[src/rtl/riscv_pkg.sv]
// Shared RV32 encodings and pipeline-control types for the branch-resolve E stage.
// Immediate extraction helpers live here so any stage can decode the same formats.
package riscv_pkg;

  localparam logic [6:0] OP_BRANCH = 7'b1100011;
  localparam logic [6:0] OP_JAL    = 7'b1101111;
  localparam logic [6:0] OP_JALR   = 7'b1100111;

  localparam logic [2:0] F3_BEQ  = 3'b000;
  localparam logic [2:0] F3_BNE  = 3'b001;
  localparam logic [2:0] F3_BLT  = 3'b100;
  localparam logic [2:0] F3_BGE  = 3'b101;
  localparam logic [2:0] F3_BLTU = 3'b110;
  localparam logic [2:0] F3_BGEU = 3'b111;

  // addi x0, x0, 0
  localparam logic [31:0] NOP_INSTR = 32'h0000_0013;

  typedef enum logic [1:0] {
    ST_RUN   = 2'd0,
    ST_FLUSH = 2'd1,
    ST_HALT  = 2'd2
  } br_state_e;

  function automatic logic [31:0] imm_b(input logic [31:0] i);
    return {{19{i[31]}}, i[31], i[7], i[30:25], i[11:8], 1'b0};
  endfunction

  function automatic logic [31:0] imm_j(input logic [31:0] i);
    return {{11{i[31]}}, i[31], i[19:12], i[20], i[30:21], 1'b0};
  endfunction

  function automatic logic [31:0] imm_i(input logic [31:0] i);
    return {{20{i[31]}}, i[31:20]};
  endfunction

endpackage

[src/rtl/branch_cmp.sv]
// Six-way RV32 branch condition evaluator; reserved funct3 codes never take.
module branch_cmp
  import riscv_pkg::*;
#(
  parameter int DATA_W = 32
) (
  input  logic [DATA_W-1:0] a,
  input  logic [DATA_W-1:0] b,
  input  logic [2:0]        funct3,
  output logic              taken
);

  logic signed [DATA_W-1:0] a_s;
  logic signed [DATA_W-1:0] b_s;

  assign a_s = signed'(a);
  assign b_s = signed'(b);

  always_comb begin
    taken = 1'b0;
    case (funct3)
      F3_BEQ:  taken = (a == b);
      F3_BNE:  taken = (a != b);
      F3_BLT:  taken = (a_s < b_s);
      F3_BGE:  taken = (a_s >= b_s);
      F3_BLTU: taken = (a < b);
      F3_BGEU: taken = (a >= b);
      default: taken = 1'b0;
    endcase
  end

endmodule

[src/rtl/branch_resolve_cycle.sv]
// E-stage branch/jump resolution: registers D, resolves redirects, squashes one
// wrong-path slot per redirect, and halts with a sticky trap on misaligned targets.
module branch_resolve_cycle
  import riscv_pkg::*;
(
  input  logic        clk,
  input  logic        rst,
  input  logic [31:0] InstrD,
  input  logic [31:0] PCD,
  input  logic [31:0] PCPlus4D,
  input  logic [31:0] RD1D,
  input  logic [31:0] RD2D,
  output logic        PCSrcE,
  output logic [31:0] PCTargetE,
  output logic        ValidE,
  output logic [31:0] InstrE,
  output logic [31:0] PCE,
  output logic [31:0] LinkE,
  output logic        TrapE,
  output logic [15:0] BranchCountE
);

  logic [31:0] instr_q, pc_q, pc_plus4_q, rd1_q, rd2_q;
  logic        valid_q, valid_d;
  logic        trap_q, trap_d;
  logic [15:0] br_count_q, br_count_d;
  br_state_e   state_q, state_d;

  logic [6:0]  opcode;
  logic [2:0]  funct3;
  logic        is_branch, is_jal, is_jalr, br_taken;
  logic        redirect_req, halt_req;
  logic [31:0] target;

  // ---- D -> E boundary ----
  always_ff @(posedge clk or negedge rst) begin
    if (!rst) begin
      instr_q    <= NOP_INSTR;
      pc_q       <= '0;
      pc_plus4_q <= '0;
      rd1_q      <= '0;
      rd2_q      <= '0;
      valid_q    <= 1'b0;
      state_q    <= ST_RUN;
      trap_q     <= 1'b0;
      br_count_q <= '0;
    end else begin
      instr_q    <= InstrD;
      pc_q       <= PCD;
      pc_plus4_q <= PCPlus4D;
      rd1_q      <= RD1D;
      rd2_q      <= RD2D;
      valid_q    <= valid_d;
      state_q    <= state_d;
      trap_q     <= trap_d;
      br_count_q <= br_count_d;
    end
  end

  assign opcode    = instr_q[6:0];
  assign funct3    = instr_q[14:12];
  assign is_branch = (opcode == OP_BRANCH);
  assign is_jal    = (opcode == OP_JAL);
  assign is_jalr   = (opcode == OP_JALR);

  branch_cmp #(.DATA_W(32)) u_cmp (
    .a      (rd1_q),
    .b      (rd2_q),
    .funct3 (funct3),
    .taken  (br_taken)
  );

  always_comb begin
    target = pc_plus4_q;
    if (is_branch && br_taken) target = pc_q + imm_b(instr_q);
    else if (is_jal)           target = pc_q + imm_j(instr_q);
    else if (is_jalr)          target = (rd1_q + imm_i(instr_q)) & 32'hFFFF_FFFE;
  end

  // A squashed slot or a non-RUN state can never redirect fetch.
  assign redirect_req = valid_q && (state_q == ST_RUN) &&
                        ((is_branch && br_taken) || is_jal || is_jalr);
  assign PCSrcE       = redirect_req && (target[1:0] == 2'b00);
  assign halt_req     = redirect_req && (target[1:0] != 2'b00);

  always_comb begin
    state_d = state_q;
    case (state_q)
      ST_RUN: begin
        if (PCSrcE)        state_d = ST_FLUSH;
        else if (halt_req) state_d = ST_HALT;
      end
      ST_FLUSH: state_d = ST_RUN;
      ST_HALT:  state_d = ST_HALT;
      default:  state_d = ST_RUN;
    endcase
  end

  // The slot arriving with the redirect is wrong-path: exactly one bubble.
  always_comb begin
    valid_d = 1'b1;
    if (PCSrcE || (state_d == ST_HALT)) valid_d = 1'b0;
  end

  always_comb begin
    trap_d     = trap_q | halt_req;
    br_count_d = br_count_q;
    if (PCSrcE && (br_count_q != 16'hFFFF)) br_count_d = br_count_q + 16'd1;
  end

  assign PCTargetE    = target;
  assign ValidE       = valid_q;
  assign InstrE       = instr_q;
  assign PCE          = pc_q;
  assign LinkE        = (valid_q && (is_jal || is_jalr)) ? pc_plus4_q : 32'h0;
  assign TrapE        = trap_q;
  assign BranchCountE = br_count_q;

endmodule

[config.mk]
export PLATFORM = sky130hd
export DESIGN_NAME = branch_resolve_cycle
export DESIGN_NICKNAME = d
export VERILOG_FILES = /design/src/rtl/riscv_pkg.sv /design/src/rtl/branch_cmp.sv /design/src/rtl/branch_resolve_cycle.sv
export SDC_FILE = /design/constraint.sdc
export NUM_CORES = 1
export LEC_CHECK = 0
export CAP_MARGIN = 20
export CELL_PAD_IN_SITES_DETAIL_PLACEMENT = 1
export CELL_PAD_IN_SITES_GLOBAL_PLACEMENT = 2
export CORE_AREA = 2 2 207 209
export DETAILED_ROUTE_END_ITERATION = 8
export DIE_AREA = 0 0 209 211
export HOLD_SLACK_MARGIN = 0.05
export PLACE_DENSITY = 0.86
export SYNTH_ARGS = -nofsm -noshare
export SYNTH_HDL_FRONTEND = slang
export SYNTH_SLANG_ARGS = --single-unit
export TNS_END_PERCENT = 50
[constraint.sdc]
create_clock -name clk -period 3.4 [get_ports clk]
set_input_delay 0.34 -clock clk [delete_from_list [all_inputs] [get_ports clk]]
set_output_delay 0.34 -clock clk [all_outputs]
set_load 0.005 [all_outputs]
==> metrics.md, run 1 <==
| Metric | Value |
|---|---|
| Crit path largest cell delay | 460 ps |
| Global Route Usage Sum | 22.5% |
| Slew @ Worst Pin | 659 ps |
| Cells after synthesis | 1100 |
| RSZ-0062 raised after global routing | true |
| Number of clock sinks | 180 |
| Cell with the most instances after synthesis | dfrtp_1 |
| Mapped Nets | 1371 |
| Cell accounting for the most synthesized area | dfrtp_1 |
| CP Capture Type | primary output |
| Vias in the first global route | 12600 |
| Detailed Route WL | 49.7 mm |
| Synth unique cells | 73 |
| Post-synthesis mux area share | 0.943% |
| Synth Area per Inst | 9.77 um^2 |
| HPWL after DPL | 37.5 mm |
| Synth Area in Compound Gates | 21.9% |
| Finished Layout Cells | 2304 |
| Max Cap Viol | 0 |
| Clock latency on the worst-skew pair | 500 ps |
| Worst-path cell chain | ha_4, nand4_1, a211oi_2, a2111oi_4, o211a_4, mux2i_4, o31a_4, buf_6, a221o_2, o221ai_2, nor3_2, buf_2 |
| Die area | 0.0441 mm^2 |
| Synth Cell Area | 0.0108 mm^2 |
| Global-route wire length before repair | 75.4 mm |
| Root Driver | clkbuf_16 |
| Fin. max-slew vios | 0 |
| Die width | 209 um |
| Clock-pin slew on the worst setup and hold paths | 70 ps |
| Io pins | 309 |
| Combinational family with the most area after synthesis | compound AO/OA/AOI/OAI gates |
| Synth Area in XOR/XNOR | 5.21% |
| Pwr dens | 355 mW/mm^2 |
| Top cells by count, synth | 177 x dfrtp_1, 106 x ha_1, 89 x a21oi_1 |
| GRT overflow | 0 |
| CTS H-Tree Depth | 4 |
| Synth top area share | 41.2% |
| Area contributors post-synth | dfrtp_1 41%, ha_1 12%, a21oi_1 4.1% |
| Die height | 211 um |
| Residual DRC | 0 |
| Critical Path RT | 3060 ps |
| Worst Setup Start Kind | flip-flop |
| Fin crit period | 4040 ps |
| # port buffers | 308 |
| Final Power | 0.00671 W |
| Share of layout cells above drive strength 1 | 34.1% |
| Failing checks | setup timing |
| Synth Area in Adders | 12.9% |
| Placed cells | 2209 |
| Filler cells | 4636 |
| WL per Instance | 21.6 um |
| Status | finished with violations |
| CP max-delay cell | o31a_4 |
| Largest net degree at the start of global routing | 65 |
| Initial Utilization | 25.7% |
| Worst VDD drop | 0.471 mV |
| Via count | 11500 |
| Hold Fails Final Rpt | 0 |
| ANT nets after route | 0 |
| Row count | 75 |
| Period utilization | 119% |
| Max-slew headroom | 55.7% |
| CTS tree | done |
| Syn. warnings | 0 |
| Fin nets | 2022 |
| Clock buffer depth | 2 |
| Final setup vio count | 50 |
| PnR worst setup slack | -636 ps |
| Post-Synth Simple-Gate Area | 13.5% |
| DRT iter0 DRCs | 527 |
| Worst Hold Class | in2reg |
| Initial antenna violation count | 1 |
| Number of detailed-route iterations in the first pass | 5 |
| Async set-reset flop share out of synthesis | 100% |
| Worst Path Class, Setup | reg2out |
| Leak | 8.54 nW |
| Top FF cell, synth | dfrtp_1 |
| CTS Buf Count | 17 |
| P&R area growth vs syn | 75.6% |
| Layout Skew | 15.4 ps |
| Synth Register Bits | 180 |
| Register area share after synthesis | 41.9% |
| Number of flops mapped to enable cells by yosys | 0 |
| CORE AREA | 0.0418 mm^2 |
| Drt via density | 4.97 |
| Maximum clock frequency | 0.248 GHz |
| RD Place Congestion | 0.876 |
| Worst EP arrival | 3700 ps |
| CP max FO | 7 |
## power by group
part	switching [W]	internal (W)	total [W]
clock network	0.000987	0.00121	0.00219
registers	0.000100	0.00225	0.00235
logic	0.00104	0.00112	0.00216
total	0.00213	0.00458	0.00671
## final cells by class
type,count,area (um^2),area share (%)
Antenna cell,1,2.50,0.0133
Sequential cell,180,4510,23.9
Multi-Input combinational cell,817,6990,37.1
Tap cell,539,674,3.57
Timing Repair Buffer,664,5800,30.7
Clock inverter,13,170,0.901
Inverter,71,267,1.41
Clock buffer,19,453,2.40
## layer usage
metal  global-route usage, %  part of all wire (%)  vias to the layer above
li1                        -                     -                     5357
met4                    7.32                   2.5                        0
met2                    38.8                    50                      290
met5                       0                     0                        -
met3                    4.36                   4.0                       77
met1                    28.3                    44                     5738
## cell families after synthesis
group           Yosys count
compound gates          356
simple gates            279
flops                   180
fa+ha+maj               109
buf+inv                 103
xor+xnor                 64
mux                       9
## critical path, delay by kind of cell (launching register included)
| kind | cells | cell delay, ps |
|---|---|---|
| AO/OA/AOI/OAI | 6 | 1690 |
| flip-flops | 1 | 420 |
| adder cells (fa/ha/maj) | 1 | 290 |
| AND/OR/NAND/NOR | 2 | 280 |
| buffers and inverters | 2 | 280 |
| multiplexers | 1 | 210 |
## through the flow
| step | util [%] | worst slack [ps] | hold WS, ps | cell area (um^2) | setup TNS, ps |
|---|---|---|---|---|---|
| finish | 45.2 | -636 | 250 | 18900 | -23810 |
| global route | 45.2 | -851 | 230 | 18900 | -33140 |
| CTS | 43.7 | -726 | 214 | 18200 | -26170 |
| detailed placement | 39.8 | -983 | 370 | 16600 | -42100 |
| global placement | 39.8 | -945 | 359 | 16600 | -37010 |
| floorplan | - | -78.5 | 44.4 | 10800 | -187 |
## placed cells by master, fill, tap and decap left out, types with 18 or more instances in the layout
cell type	n
dfrtp_1	173
xnor2_1	38
nand2_1	72
xor2_1	22
clkdlybuf4s50_1	274
o21ai_0	42
buf_6	19
and3_1	41
nor2_1	44
ha_4	20
nand3_1	28
a21o_1	35
ha_1	85
buf_4	326
buf_2	24
a21oi_2	18
inv_1	69
a21oi_1	68
o21ai_1	20
## flip-flops by register name, indices dropped and copies added (netlist names)
name,cells
TrapE,1
rd1_q,32
InstrE,32
BranchCountE,16
rd2_q,32
ValidE,1
PCE,32
pc_plus4_q,32
state_q,2
## path summary, 6_finish.rpt
kind	depth (start not counted)	startpoint	end	slack (ps)
max	12	rd1_q[23]	PCTargetE[26]	-640
min	1	InstrD[4]	InstrE[4]	250
max reg2reg	14	rd1_q[3]	BranchCountE[1]	-510
min reg2reg	1	state_q[0]	state_q[1]	450
max in group asynchronous	3	rst	InstrE[21]	2130
min in group asynchronous	2	rst	PCE[25]	390
## repair_timing
item,in CTS,in global routing
cloned,1,0
hold buffers,1,0
hold endpoints to repair,54,0
endpoints found under the setup margin,53,51
pin swaps,64,62
gates resized for setup,233,143
setup buffers,34,29
No activity file was read; power rests on OpenSTA's default activity.
==> run 2, diff against run 1 <==
CELL_PAD_IN_SITES_DETAIL_PLACEMENT = 0   (was 1)
==> run 2 against run 1 <==
Against the previous run: the flow still finishes with violations (setup timing); register-to-register slack better by 60 ps; clock power down 5%; critical path depth up 4; cell count down 0.61%; count of clock-buffer cells in the layout unchanged; via count down 5.0%; sequential cell count unchanged; combinational power down 5%; total power down 3.4%; final area down 0.77%; hold slack better by 5.4 ps; highest routed layer unchanged.
==> metrics.md, run 2 (synthesis gave the netlist of run 1 again) <==
| Metric | Value |
|---|---|
| CTS H-Tree Depth | 4 |
| CTS Buf Count | 17 |
| Fin. max-slew vios | 0 |
| Reg2reg start | rd1_q[17] |
| GRT overflow | 0 |
| Initial Utilization | 25.7% |
| CTS tree | done |
| Worst Path Class, Setup | reg2out |
| Global Route Usage Sum | 19.8% |
| RSZ-0062 raised after global routing | true |
| Worst-path cell chain | ha_1, a21o_1, nand3_1, a211oi_4, a2111oi_4, buf_4, o211a_4, mux2i_4, buf_6, o31ai_4, buf_6, nor2_4, a211oi_2, or3_1, o211ai_1, buf_2 |
| Pwr dens | 346 mW/mm^2 |
| Max-slew headroom | 57.8% |
| Residual DRC | 0 |
| Worst EP arrival | 3730 ps |
| Die area | 0.0441 mm^2 |
| Status | finished with violations |
| Fin crit period | 4070 ps |
| Hold Path Stages | 1 |
| Clock buffer depth | 2 |
| Cell family with most CP delay | compound AO/OA/AOI/OAI gates |
| Number of detailed-route iterations in the first pass | 5 |
| Max Cap Viol | 0 |
| Worst Hold Class | in2reg |
| Worst VDD drop | 0.332 mV |
| Drt via density | 4.75 |
| Worst Setup Start Kind | flip-flop |
| WHS Endpoint | InstrE[0] |
| Final setup vio count | 51 |
| PnR worst setup slack | -673 ps |
| Most frequent cells in the layout | 304 x buf_4, 274 x clkdlybuf4s50_1, 174 x dfrtp_1 |
| Hold Fails Final Rpt | 0 |
| Leak | 8.50 nW |
| CP Capture Type | primary output |
| P&R area growth vs syn | 74.2% |
| Crit path largest cell delay | 390 ps |
| Root Driver | clkbuf_16 |
| WL per Instance | 18.9 um |
| Most common cell after layout, fill and taps aside | buf_4 |
| Detailed Route WL | 43.3 mm |
| Period utilization | 120% |
| # port buffers | 308 |
| Global-route wire length before repair | 65.7 mm |
| WHS | 255 ps |
| R2R depth | 15 |
| HPWL after DPL | 33.8 mm |
| Critical Path Most Common Cell | buf_6 |
| Largest net degree at the start of global routing | 65 |
| WP buf/inv | 4 |
| Failing checks | setup timing |
| Share of layout cells above drive strength 1 | 32.6% |
| DRT iter0 DRCs | 636 |
| Initial antenna violation count | 1 |
| CORE AREA | 0.0418 mm^2 |
| Slew @ Worst Pin | 628 ps |
| Clock latency on the worst-skew pair | 490 ps |
| Clock-pin slew on the worst setup and hold paths | 80 ps |
| Vias in the first global route | 11300 |
| Number of clock sinks | 180 |
| CP max FO | 3 |
| FF-to-FF setup slack | -450 ps |
| Die height | 211 um |
| Die width | 209 um |
| Fin nets | 2008 |
| CP max-delay cell | dfrtp_1 |
| Maximum clock frequency | 0.245 GHz |
| Io pins | 309 |
| Layout Skew | 15.1 ps |
| RD Place Congestion | 0.876 |
| ANT nets after route | 0 |
| HP Start | InstrD[0] |
| Row count | 75 |
| Critical Path RT | 3060 ps |
| Via count | 10900 |
| Pre-CTS setup slack | -966 ps |
| Reg2reg end | BranchCountE[14] |
[run 2: cell types whose count changed in the layout (fill, tap and decap cells not counted), sizes merged]
cell,delta
clkbuf,-4
clkinv,+1
bufinv,-2
buf,-8
inv,+1
dlygate4sd2,-2
[run 2: where the power goes]
part / switching, W / internal, W / leakage, nW
clock network: 0.000997 / 0.00109 / 0.296
logic: 0.000968 / 0.00109 / 6.07
registers: 0.0000902 / 0.00225 / 2.13
total: 0.00206 / 0.00443 / 8.50
[run 2: what timing repair did]
action | in CTS | in global routing
gates cloned | 3 | 0
hold buffers | 1 | 0
setup endpoints to repair | 53 | 51
buffers inserted | 34 | 17
pin swaps | 81 | 64
hold endpoints to repair | 54 | 0
gates resized for setup | 308 | 82
[run 2: metrics by stage]
step | total power [W] | util, % | instance area (um^2) | setup TNS (ps) | cells
5_1_grt | 0.00683 | 44.9 | 18700 | -31540 | 2290
4_1_cts | 0.00646 | 43.6 | 18200 | -22710 | 2275
3_5_place_dp | 0.00419 | 39.8 | 16600 | -40250 | 2209
3_3_place_gp | 0.00417 | 39.8 | 16600 | -37010 | 2209
6_report | 0.00648 | 44.9 | 18700 | -23640 | 2290
2_1_floorplan | 0.00313 | - | 10800 | -187 | 1100
[run 2: worst max-delay path by stage]
stage / slack (ps) / start / end / depth (start not counted)
floorplan: -80 / rd1_q[13] / BranchCountE[15] / 12
global placement: -940 / rd1_q[17] / PCTargetE[7] / 14
detailed placement: -970 / rd1_q[21] / PCTargetE[7] / 13
CTS: -690 / PCE[1] / PCTargetE[27] / 15
global route: -840 / rd1_q[23] / PCTargetE[26] / 14
finish: -670 / rd1_q[17] / PCTargetE[29] / 16
[run 2: routing by layer]
layer  global-route usage (%)  up-vias  part of all wire, %
li1                         -     5330                    -
met1                     26.0     5218                   46
met2                     31.8      283                   47
met3                     4.25       53                  4.9
met4                     7.71        0                  2.7
met5                        0        -                    0
[run 2: cell type report]
class	count	area (um^2)
sequential	180	4510
clock buffer	19	453
tap	539	674
inverter	71	267
fill	3948	23000
antenna	1	2.50
clock inverter	13	165
timing repair buffer	650	5780
multi-input combinational	817	6880
